[src/rtl/can_error_scheduler_pkg.sv]
// rtl/can_error_scheduler_pkg.sv - shared types and fault-confinement constants for the CAN error scheduler
package can_error_scheduler_pkg;

   typedef enum logic [1:0] {IDLE, START, WAIT} sched_state_t;
   typedef enum logic [1:0] {ACTIVE, PASSIVE, BUSOFF} err_state_t;

   localparam logic [9:0] TEC_INC     = 10'd8;
   localparam logic [8:0] PASSIVE_LIM = 9'd127;
   localparam logic [8:0] BUSOFF_LIM  = 9'd256;
   localparam logic [7:0] REC_RESTORE = 8'd119;
   localparam logic [3:0] RECOV_BITS  = 4'd11;
   localparam logic [7:0] RECOV_RUNS  = 8'd128;

endpackage

[src/rtl/can_error_scheduler_if.sv]
// rtl/can_error_scheduler_if.sv - checker/generator-side signal bundle of the CAN error scheduler
interface can_error_scheduler_if;
   import can_error_scheduler_pkg::*;

   logic       err_bit, err_stuff, err_crc, err_form, err_ack;
   logic       tx_mode, tx_ok, rx_ok, ovrld_req, gen_done_n, RX;
   logic       start_n, passive_flag, busy, gen_timeout;
   err_state_t err_state;
   logic [8:0] tec;
   logic [7:0] rec;

   modport master (
      output err_bit, err_stuff, err_crc, err_form, err_ack,
      output tx_mode, tx_ok, rx_ok, ovrld_req, gen_done_n, RX,
      input  start_n, passive_flag, busy, gen_timeout, err_state, tec, rec
   );

   modport slave (
      input  err_bit, err_stuff, err_crc, err_form, err_ack,
      input  tx_mode, tx_ok, rx_ok, ovrld_req, gen_done_n, RX,
      output start_n, passive_flag, busy, gen_timeout, err_state, tec, rec
   );

endinterface

[src/rtl/can_error_scheduler_fault_counters.sv]
// rtl/can_error_scheduler_fault_counters.sv - TEC/REC fault confinement with bus-off recovery
module can_fault_counters
   import can_error_scheduler_pkg::*;
(
   input  logic       clk,
   input  logic       reset,
   input  logic       err_evt,
   input  logic       tx_mode,
   input  logic       tx_ok,
   input  logic       rx_ok,
   input  logic       rx,
   output logic [8:0] tec,
   output logic [7:0] rec,
   output err_state_t err_state
);

   logic [8:0] tec_nxt;
   logic [7:0] rec_nxt;
   logic [9:0] tec_sum;
   logic [3:0] bit_cnt, bit_nxt;
   logic [7:0] run_cnt, run_nxt;
   err_state_t state_nxt;

   always_comb begin
      tec_sum = {1'b0, tec} + TEC_INC;
      tec_nxt = tec;
      rec_nxt = rec;
      bit_nxt = bit_cnt;
      run_nxt = run_cnt;
      if (err_state == BUSOFF) begin
         // counters frozen; only recessive runs on the bus move us towards recovery
         if (!rx) begin
            bit_nxt = '0;
         end else if (bit_cnt + 4'd1 == RECOV_BITS) begin
            bit_nxt = '0;
            if (run_cnt + 8'd1 == RECOV_RUNS) begin
               run_nxt = '0;
               tec_nxt = '0;
               rec_nxt = '0;
            end else begin
               run_nxt = run_cnt + 8'd1;
            end
         end else begin
            bit_nxt = bit_cnt + 4'd1;
         end
      end else begin
         bit_nxt = '0;
         run_nxt = '0;
         if (err_evt) begin
            if (tx_mode)
               tec_nxt = (tec_sum > {1'b0, BUSOFF_LIM}) ? BUSOFF_LIM : tec_sum[8:0];
            else if (rec != 8'hff)
               rec_nxt = rec + 8'd1;
         end else begin
            if (tx_ok && tec != '0)
               tec_nxt = tec - 9'd1;
            if (rx_ok) begin
               if (rec > PASSIVE_LIM[7:0])
                  rec_nxt = REC_RESTORE;
               else if (rec != '0)
                  rec_nxt = rec - 8'd1;
            end
         end
      end
      if (tec_nxt >= BUSOFF_LIM)
         state_nxt = BUSOFF;
      else if (tec_nxt > PASSIVE_LIM || rec_nxt > PASSIVE_LIM[7:0])
         state_nxt = PASSIVE;
      else
         state_nxt = ACTIVE;
   end

   always_ff @(posedge clk or posedge reset) begin
      if (reset) begin
         tec       <= '0;
         rec       <= '0;
         bit_cnt   <= '0;
         run_cnt   <= '0;
         err_state <= ACTIVE;
      end else begin
         tec       <= tec_nxt;
         rec       <= rec_nxt;
         bit_cnt   <= bit_nxt;
         run_cnt   <= run_nxt;
         err_state <= state_nxt;
      end
   end

endmodule

[src/rtl/can_error_scheduler.sv]
// rtl/can_error_scheduler.sv - arbitrates error/overload requests onto the flag generator start strobe
module can_error_scheduler
   import can_error_scheduler_pkg::*;
#(
   parameter int TIMEOUT_BITS = 63,
   parameter int MAX_OVRLD    = 2
) (
   input  logic SP,
   input  logic reset,
   can_error_scheduler_if.slave bus
);

   localparam logic [6:0] TIMER_LAST = 7'(TIMEOUT_BITS - 1);
   localparam logic [3:0] OVRLD_LIM  = 4'(MAX_OVRLD);

   sched_state_t state, state_nxt;
   err_state_t   err_state;
   logic [8:0]   tec;
   logic [7:0]   rec;
   logic [6:0]   timer;
   logic [3:0]   ovrld_cnt, cnt_base;
   logic         err_evt, busoff, err_req, ok_clr, start_err, start_ovl, timed_out;
   logic         pending, passive_q, timeout_q;

   can_fault_counters u_counters (
      .clk       (SP),
      .reset     (reset),
      .err_evt   (err_evt),
      .tx_mode   (bus.tx_mode),
      .tx_ok     (bus.tx_ok),
      .rx_ok     (bus.rx_ok),
      .rx        (bus.RX),
      .tec       (tec),
      .rec       (rec),
      .err_state (err_state)
   );

   always_comb begin
      err_evt   = |{bus.err_bit, bus.err_stuff, bus.err_crc, bus.err_form, bus.err_ack};
      busoff    = (err_state == BUSOFF);
      err_req   = err_evt && !busoff;
      ok_clr    = !busoff && (err_evt || bus.tx_ok || bus.rx_ok);
      cnt_base  = ok_clr ? '0 : ovrld_cnt;
      // an error in the same IDLE cycle always pre-empts overload
      start_err = (state == IDLE) && err_req;
      start_ovl = (state == IDLE) && !err_req && !busoff &&
                  (bus.ovrld_req || pending) && (cnt_base < OVRLD_LIM);
      timed_out = (state == WAIT) && bus.gen_done_n && (timer == TIMER_LAST);
   end

   always_ff @(posedge SP or posedge reset) begin
      if (reset) state <= IDLE;
      else       state <= state_nxt;
   end

   always_comb begin
      state_nxt = state;
      case (state)
         IDLE:    if (start_err || start_ovl) state_nxt = START;
         START:   state_nxt = WAIT;
         WAIT:    if (!bus.gen_done_n || timed_out) state_nxt = IDLE;
         default: state_nxt = IDLE;
      endcase
   end

   always_comb begin
      bus.start_n = (state != START);
      bus.busy    = (state != IDLE);
   end

   always_ff @(posedge SP or posedge reset) begin
      if (reset) begin
         passive_q <= 1'b0;
         ovrld_cnt <= '0;
         pending   <= 1'b0;
         timer     <= '0;
         timeout_q <= 1'b0;
      end else begin
         if (start_err) begin
            passive_q <= (err_state == PASSIVE);
            ovrld_cnt <= '0;
         end else if (start_ovl) begin
            ovrld_cnt <= cnt_base + 4'd1;
         end else begin
            ovrld_cnt <= cnt_base;
         end
         if (state == IDLE)
            pending <= 1'b0;
         else if (bus.ovrld_req && !busoff)
            pending <= 1'b1;
         if (state == START)
            timer <= '0;
         else if (state == WAIT)
            timer <= timer + 7'd1;
         if (timed_out)
            timeout_q <= 1'b1;
      end
   end

   assign bus.passive_flag = passive_q;
   assign bus.gen_timeout  = timeout_q;
   assign bus.err_state    = err_state;
   assign bus.tec          = tec;
   assign bus.rec          = rec;

endmodule

[src/flat_wrapper.sv]
// flat-port wrapper written by rule: the top's interface ports become plain ports
module can_error_scheduler_flat import can_error_scheduler_pkg::*;
#(
   parameter int TIMEOUT_BITS = 63,
   parameter int MAX_OVRLD    = 2
)
  (SP, reset, bus_err_bit, bus_err_stuff, bus_err_crc, bus_err_form, bus_err_ack, bus_tx_mode, bus_tx_ok, bus_rx_ok, bus_ovrld_req, bus_gen_done_n, bus_RX, bus_start_n, bus_passive_flag, bus_busy, bus_gen_timeout, bus_err_state, bus_tec, bus_rec);
  can_error_scheduler_if bus_i ();
  input  logic SP;
  input  logic reset;
  input wire logic [$bits(bus_i.err_bit)-1:0] bus_err_bit;
  input wire logic [$bits(bus_i.err_stuff)-1:0] bus_err_stuff;
  input wire logic [$bits(bus_i.err_crc)-1:0] bus_err_crc;
  input wire logic [$bits(bus_i.err_form)-1:0] bus_err_form;
  input wire logic [$bits(bus_i.err_ack)-1:0] bus_err_ack;
  input wire logic [$bits(bus_i.tx_mode)-1:0] bus_tx_mode;
  input wire logic [$bits(bus_i.tx_ok)-1:0] bus_tx_ok;
  input wire logic [$bits(bus_i.rx_ok)-1:0] bus_rx_ok;
  input wire logic [$bits(bus_i.ovrld_req)-1:0] bus_ovrld_req;
  input wire logic [$bits(bus_i.gen_done_n)-1:0] bus_gen_done_n;
  input wire logic [$bits(bus_i.RX)-1:0] bus_RX;
  output wire logic [$bits(bus_i.start_n)-1:0] bus_start_n;
  output wire logic [$bits(bus_i.passive_flag)-1:0] bus_passive_flag;
  output wire logic [$bits(bus_i.busy)-1:0] bus_busy;
  output wire logic [$bits(bus_i.gen_timeout)-1:0] bus_gen_timeout;
  output wire logic [$bits(bus_i.err_state)-1:0] bus_err_state;
  output wire logic [$bits(bus_i.tec)-1:0] bus_tec;
  output wire logic [$bits(bus_i.rec)-1:0] bus_rec;
  assign bus_i.err_bit = bus_err_bit;
  assign bus_i.err_stuff = bus_err_stuff;
  assign bus_i.err_crc = bus_err_crc;
  assign bus_i.err_form = bus_err_form;
  assign bus_i.err_ack = bus_err_ack;
  assign bus_i.tx_mode = bus_tx_mode;
  assign bus_i.tx_ok = bus_tx_ok;
  assign bus_i.rx_ok = bus_rx_ok;
  assign bus_i.ovrld_req = bus_ovrld_req;
  assign bus_i.gen_done_n = bus_gen_done_n;
  assign bus_i.RX = bus_RX;
  assign bus_start_n = bus_i.start_n;
  assign bus_passive_flag = bus_i.passive_flag;
  assign bus_busy = bus_i.busy;
  assign bus_gen_timeout = bus_i.gen_timeout;
  assign bus_err_state = bus_i.err_state;
  assign bus_tec = bus_i.tec;
  assign bus_rec = bus_i.rec;
  can_error_scheduler #(.TIMEOUT_BITS(TIMEOUT_BITS), .MAX_OVRLD(MAX_OVRLD)) u_core (.SP(SP), .reset(reset), .bus(bus_i));
endmodule
[config.mk]
export PLATFORM = sky130hd
export DESIGN_NAME = can_error_scheduler_flat
export DESIGN_NICKNAME = d
export VERILOG_FILES = /design/src/rtl/can_error_scheduler_pkg.sv /design/src/rtl/can_error_scheduler_if.sv /design/src/rtl/can_error_scheduler_fault_counters.sv /design/src/rtl/can_error_scheduler.sv /design/src/flat_wrapper.sv
export SDC_FILE = /design/constraint.sdc
export NUM_CORES = 1
export LEC_CHECK = 0
export BUFFER_PORTS_ARGS = -buffer_cell sky130_fd_sc_hd__clkbuf_2
export CAP_MARGIN = 20
export CORE_AREA = 2 2 80 82
export DETAILED_ROUTE_END_ITERATION = 10
export DIE_AREA = 0 0 82 84
export PLACE_DENSITY = 0.75
export SETUP_SLACK_MARGIN = 0.15
export SYNTH_ARGS = -nofsm -noshare
export SYNTH_HDL_FRONTEND = slang
export SYNTH_SLANG_ARGS = --single-unit
[constraint.sdc]
create_clock -name SP -period 3.25 [get_ports SP]
set_clock_uncertainty 0.15 [all_clocks]
set_input_delay 0.1625 -clock SP [delete_from_list [all_inputs] [get_ports SP]]
set_output_delay 0.1625 -clock SP [all_outputs]
set_load 0.005 [all_outputs]
[Yosys cells after proc, flatten, opt, wreduce, memory -nomap -nowiden]
Index checks and enable logic that the tools add are counted.
Operators by class
  $add $sub $neg: 8
  $mul: 0
  div/mod/pow operators: 0
  order comparisons: 6
  eq/ne operators: 13
  shift operators: 0
  mux-type cells: 37
  bitwise logic cells: 0
  reduce and logical (&&, ||, !) cells: 29
Operators by type and width (count)
  8-bit two-way mux: 14
  9-bit two-way mux: 8
  4-bit two-way mux: 6
  8-bit by 1-bit adder with 8-bit output (second input constant): 2
  8-bit by 7-bit greater-than comparator with 1-bit output (second input constant): 2
  7-bit two-way mux: 2
  1-bit logical AND: 11
  9-bit by 4-bit adder with 10-bit output (second input constant): 1
  10-bit by 9-bit greater-than comparator with 1-bit output (second input constant): 1
  9-bit >= comparator (second input constant): 1
  9-bit by 7-bit greater-than comparator with 1-bit output (second input constant): 1
  9-bit nonzero test: 1
  9-bit by 1-bit subtractor with 9-bit output (second input constant): 1
  4-bit by 1-bit adder with 4-bit output (second input constant): 2
  8-bit equality test (second input constant): 1
  2-bit inequality test (second input constant): 4
  8-bit inequality test (second input constant): 1
  8-bit nonzero test: 1
  8-bit by 1-bit subtractor with 8-bit output (second input constant): 1
  7-bit by 1-bit adder with 7-bit output (second input constant): 1
  7-bit by 6-bit equality test with 1-bit output (second input constant): 1
  1-bit logical OR: 6
  2-bit two-way mux: 3
  2-bit case mux with 3 select lines: 1
  other kinds (11): 20
Word-level totals
  bits in registers: 47
  latch bits: 0
  memory bits (writable): 0
  memory bits (read-only): 0
  output and inout bits: 23
  word-level logic and storage cells: 104
  memories: 0

[Longest topological paths before layout]
  depth after elaboration: 11
  depth in mapped cells: 9
  gate-level depth less buffers: 8

[By module]
A second synthesis with hierarchy kept.
Second synthesis, totals
  cell total of the unflattened synthesis: 391
  area total of the unflattened synthesis: 3343.2 µm²
By module, submodules not included
  can_fault_counters: instances 1, cells each 304, area each 2488.6 µm²
  can_error_scheduler: instances 1, cells each 87, area each 854.6 µm²

[Worst setup path after synthesis]
OpenSTA, ideal clock, no wires.
  path type: register to register
  start point: reg u_core.u_counters.tec[0]
  end point: reg u_core.u_counters.err_state[0]
  setup time: 119 ps
  arrival: 2134 ps
  required time: 2981 ps
  path slack: 847 ps
  stages on the path, launching flop included: 9
  clock period less this slack: 2403 ps
  path through: dfrtp_1 inv_1 ha_1 or4b_2 o21ai_1 nor3_1 and3_1 o31a_1 o21ba_2
On the way
  word-level cells in the longest chain between the ends: 10
  elaborated cells between the ends (all ways): 18
  classes of those cells: 2 x add/sub; 3 x order compare; 10 x mux; 3 x reduce/logical
Ends and longest elaborated chain
  start: declaration: RTL line can_error_scheduler_fault_counters.sv:12  | output logic [8:0] tec,
  start signal: assignment: RTL line can_error_scheduler_fault_counters.sv:81  | tec <= tec_nxt;
  9-bit by 4-bit adder with 10-bit output: RTL line can_error_scheduler_fault_counters.sv:25  | tec_sum = {1'b0, tec} + TEC_INC;
  10-bit by 9-bit greater-than comparator with 1-bit output: RTL line can_error_scheduler_fault_counters.sv:51  | tec_nxt = (tec_sum > {1'b0, BUSOFF_LIM}) ? BUSOFF_LIM : tec_sum[8:0];
  9-bit two-way mux: RTL line can_error_scheduler_fault_counters.sv:51
  9-bit two-way mux: RTL line can_error_scheduler_fault_counters.sv:50  | if (tx_mode)
  9-bit two-way mux: RTL line can_error_scheduler_fault_counters.sv:49  | if (err_evt) begin
  9-bit two-way mux (*): RTL line can_error_scheduler_fault_counters.sv:30  | if (err_state == BUSOFF) begin
  9-bit by 7-bit greater-than comparator with 1-bit output: RTL line can_error_scheduler_fault_counters.sv:67  | else if (tec_nxt > PASSIVE_LIM || rec_nxt > PASSIVE_LIM[7:0])
  1-bit logical OR: RTL line can_error_scheduler_fault_counters.sv:67
  1-bit two-way mux: RTL line can_error_scheduler_fault_counters.sv:67
  2-bit two-way mux (*): RTL line can_error_scheduler_fault_counters.sv:65  | if (tec_nxt >= BUSOFF_LIM)
  named net u_core.u_counters.state_nxt[0]: RTL line can_error_scheduler_fault_counters.sv:22  | err_state_t state_nxt;
  end signal: assignment: RTL line can_error_scheduler_fault_counters.sv:85  | err_state <= state_nxt;
  end: declaration: RTL line can_error_scheduler_fault_counters.sv:14  | output err_state_t err_state
The timed path passes the listed nets; every way through them passes the cells marked *.
A chain may end at the register's enable or synchronous reset.

[Worst setup path in the final report]
  start point: reg u_core.u_counters.tec[3]
  end point: reg u_core.u_counters.tec[1]
On the way
  word-level cells in the longest chain between the ends: 6
  elaborated cells between the ends (all ways): 9
  classes of those cells: 1 x add/sub; 1 x order compare; 5 x mux; 2 x reduce/logical
Ends and longest elaborated chain
  9-bit by 4-bit adder with 10-bit output: RTL line can_error_scheduler_fault_counters.sv:25
  10-bit by 9-bit greater-than comparator with 1-bit output: RTL line can_error_scheduler_fault_counters.sv:51
  9-bit two-way mux: RTL line can_error_scheduler_fault_counters.sv:51
  9-bit two-way mux: RTL line can_error_scheduler_fault_counters.sv:50
  9-bit two-way mux (*): RTL line can_error_scheduler_fault_counters.sv:49
  9-bit two-way mux (*): RTL line can_error_scheduler_fault_counters.sv:30
  named net u_core.u_counters.tec_nxt[1]: RTL line can_error_scheduler_fault_counters.sv:17  | logic [8:0] tec_nxt;
Marks and branches as above.

==> results.md <==
- Outcome: completed
- GPL Wtd Cong: 0.853
- Critical Path Stages: 8
- Fin. Hold Viols: 0
- Initial Util: 53.3%
- Worst slew pin tran: 861 ps
- Max-cap violation count: 0
- Clk root buf: clkbuf_8
- FMAX: 0.366 GHz
- Layout area overhead: 11.2%
- Fin nets: 444
- Non-Filler Instances: 492
- Routed Antenna Nets: 0
- Clock H-tree levels: 2
- Dominant cells by area after synthesis: dfrtp_1 35%, ha_1 6.5%, o21ai_0 4.0%
- EDFF count, synth: 0
- Unrepaired setup endpoints after global routing: false
- Core footprint: 6100 um2
- First-pass GRT wire length: 13.5 mm
- Worst reg2reg startpoint: u_core.u_counters.tec[3]
- Worst Reg2Reg Path Length in Cells: 8
- Synth warnings: 0
- Cells after synthesis: 384
- Avg Vias per Cell: 6.30
- Synthesized flop and latch total: 46
- # diodes: 0
- Clock tree sinks: 46
- Kind of critical path: flop to flop
- Layout cell share with drive strength beyond 1: 14.5%
- Minimum clock period: 2730 ps
- Worst Slack Setup Final: 516 ps
- HP Class: input port to flop
- DRT iter0 DRCs: 171
- Largest net degree at the start of global routing: 47
- Final setup vio count: 0
- Final Instance Area: 3610 um2
- Slew headroom: 42.6%
- CP max-delay cell: dfrtp_1
- Final Max Slew Viols: 0
- CTS buffer count: 5
- VDD IR max: 0.206 mV
- WP buf/inv: 1
- Yosys top cell area share: 35.4%
- Placed Cells: 479
- Boundary Pins: 36
- Clock Latency Late Sink: 310 ps
- Yosys top cell by area: dfrtp_1
- WL/cell: 16.1 um
- IO Port Bufs: 35
- Yosys cell types: 63
- Reg clk slew, reported paths: 90 ps
- Vias in the first global route: 2939
- Synthesized area: 3250 um2
- Initial antenna violation count: 0
- Critical Path RT: 3350 ps
- Global Route Usage Sum: 24.6%
- Fillers: 571
- CP startpoint: u_core.u_counters.tec[3]
- Final wirelength: 7.90 mm
- Total grt overflow: 0
- CP Capture Type: flop
- CTS tree: done
- RR Endpoint: u_core.u_counters.tec[1]
- Final Cycle Share: 84.1%
- CP Launch Type: flop
- CTS-repair resized insts: 0
- First drt pass iteration count: 5
- Crit path capture: u_core.u_counters.tec[1]
- Vias: 3098
- Register area share after synthesis: 35.4%
- Die X: 82 um
- Die Ht: 84 um
- Setup Buffers After CTS: 0
- Crit path arrival time: 2830 ps
- Critical path's top delay family: simple AND/OR/NAND/NOR gates
- LEAKAGE: 1.61 nW
- Async S/R FF share, synth: 100%
- DRC Markers: 0
- Post-DP Area: 3460 um2
- Max clock buf depth: 2
- Worst path cell trace: inv_1, ha_1, nor4bb_1, a2111oi_0, nor3b_1, nor2_1, a211oi_1, o22a_1
- Detailed Place HPWL: 5.55 mm
- Pre-CTS WS: 584 ps
- Power Dens Cells: 286 nW/um2
- CP peak stage delay: 540 ps
- Final setup TNS: 0 ps
- Syn_area_per_cell: 8.47 um2
- Row count: 29
- Die area: 6890 um2
- Syn Nets: 414
- Setup slack, reg-to-reg: 520 ps
- Critical-path maximum fanout: 12
- Top_reg_cell synth: dfrtp_1
[per-layer routing]
layer  part of all wire, %  global-route usage (%)  vias up
met2                    48                    39.2      116
met5                     0                       0        -
met3                   5.2                    3.90       13
met4                   1.6                    8.03        0
met1                    45                    33.8     1500
li1                      -                       -     1469
[placed cells by master (no fill, tap or decap), drive strengths merged, types with 3 or more instances in the layout]
cell         netlist  layout
nor4bb             3       3
inv               27      27
dfrtp             46      46
nor4b              3       3
nand2b             3       3
a31oi              8       8
a22o               3       3
nand2             33      33
xor2               8       8
xnor2              4       4
and3               6       6
clkbuf            19      40
nor3b              6       6
mux2i              4       4
o31ai              3       3
nor3              12      12
o22ai              4       4
nand4              9       9
or4                7       7
nand4b             3       3
o21ai             28      28
or3                5       5
nand3              9       9
a21oi             21      21
o211ai             3       3
ha                17      17
buf                3       6
a221oi             4       4
nor2              30      30
a21o               8       8
a211oi             3       3
a2bb2oi            3       3
and2               5       5
dlygate4sd3        0       4
[report_power, final]
part	internal (W)	total (W)	switching [W]
clock	0.000151	0.000363	0.000212
sequential	0.000577	0.000587	0.00000995
combinational	0.0000329	0.0000822	0.0000493
[cell families (layout without fill, tap and decap cells)]
logic type,Yosys count,count (layout),synth area share (%)
compound gates,112,112,23.2
buf+inv,49,80,6.04
mux,5,5,1.58
xor+xnor,12,12,3.23
simple gates,143,143,24.0
flops,46,46,35.4
fa+ha+maj,17,17,6.54
[sequential cells by signal (all words and copies together) (netlist names), named ones only]
name	cells
u_core.u_counters.run_cnt	8
u_core.u_counters.rec	6
u_core.u_counters.err_state	2
u_core.pending	1
u_core.u_counters.bit_cnt	4
u_core.state	2
u_core.u_counters.tec	8
u_core.bus.gen_timeout	1
u_core.bus.passive_flag	1
u_core.ovrld_cnt	4
u_core.timer	7
[layout make-up]
type,count,area (um2),share of cell area [%]
clock inverters,3,21.3,0.588
inverters,27,101,2.80
repair buffers,45,273,7.55
flip-flops and latches,46,1150,31.8
well taps,77,96.3,2.67
multi-input cells,289,1900,52.6
clock buffers,5,68.8,1.90
[Yosys cell counts (all sizes together), types with 4 or more instances]
library cell  number
nand4              9
and2               5
mux2i              4
or3                5
nor3b              6
nand3              9
inv               27
a31oi              8
dfrtp             46
clkbuf            19
and3               6
xor2               8
o21ai             28
or4                7
a221oi             4
a21o               8
a21oi             21
xnor2              4
ha                17
nor3              12
nor2              30
o22ai              4
nand2             33
[worst min-delay path, stage by stage]
cell	delay (ps)
clkbuf_2	220
a31oi_1	120
nand2_1	60
[how the worst min path moves through the flow]
| stage | startpoint | end | slack [ps] | cells after the start |
|---|---|---|---|---|
| finish | bus_rx_ok | flop | 130 | 3 |
| detailed placement | reset | u_core.timer[6] | 280 | 2 |
| CTS | bus_rx_ok | flop | 100 | 3 |
| global placement | reset | u_core.bus.gen_timeout | 280 | 2 |
| floorplan | bus_RX | u_core.u_counters.bit_cnt[2] | 160 | 2 |
| global route | bus_rx_ok | flop | 140 | 3 |
[what timing repair did]
action	CTS	global route
endpoints found under the setup margin	0	0
hold buffers	4	0
hold endpoints to repair	49	0
[per-stage QoR]
step	total power [W]	utilization (%)	hold WS [ps]
floorplan	0.000646	-	156
global placement	0.000672	56.8	276
detailed placement	0.000674	56.8	281
CTS	0.00104	59.0	101
global route	0.00108	59.3	137
finish	0.00103	59.3	129
No activity file was read; power rests on OpenSTA's default activity.
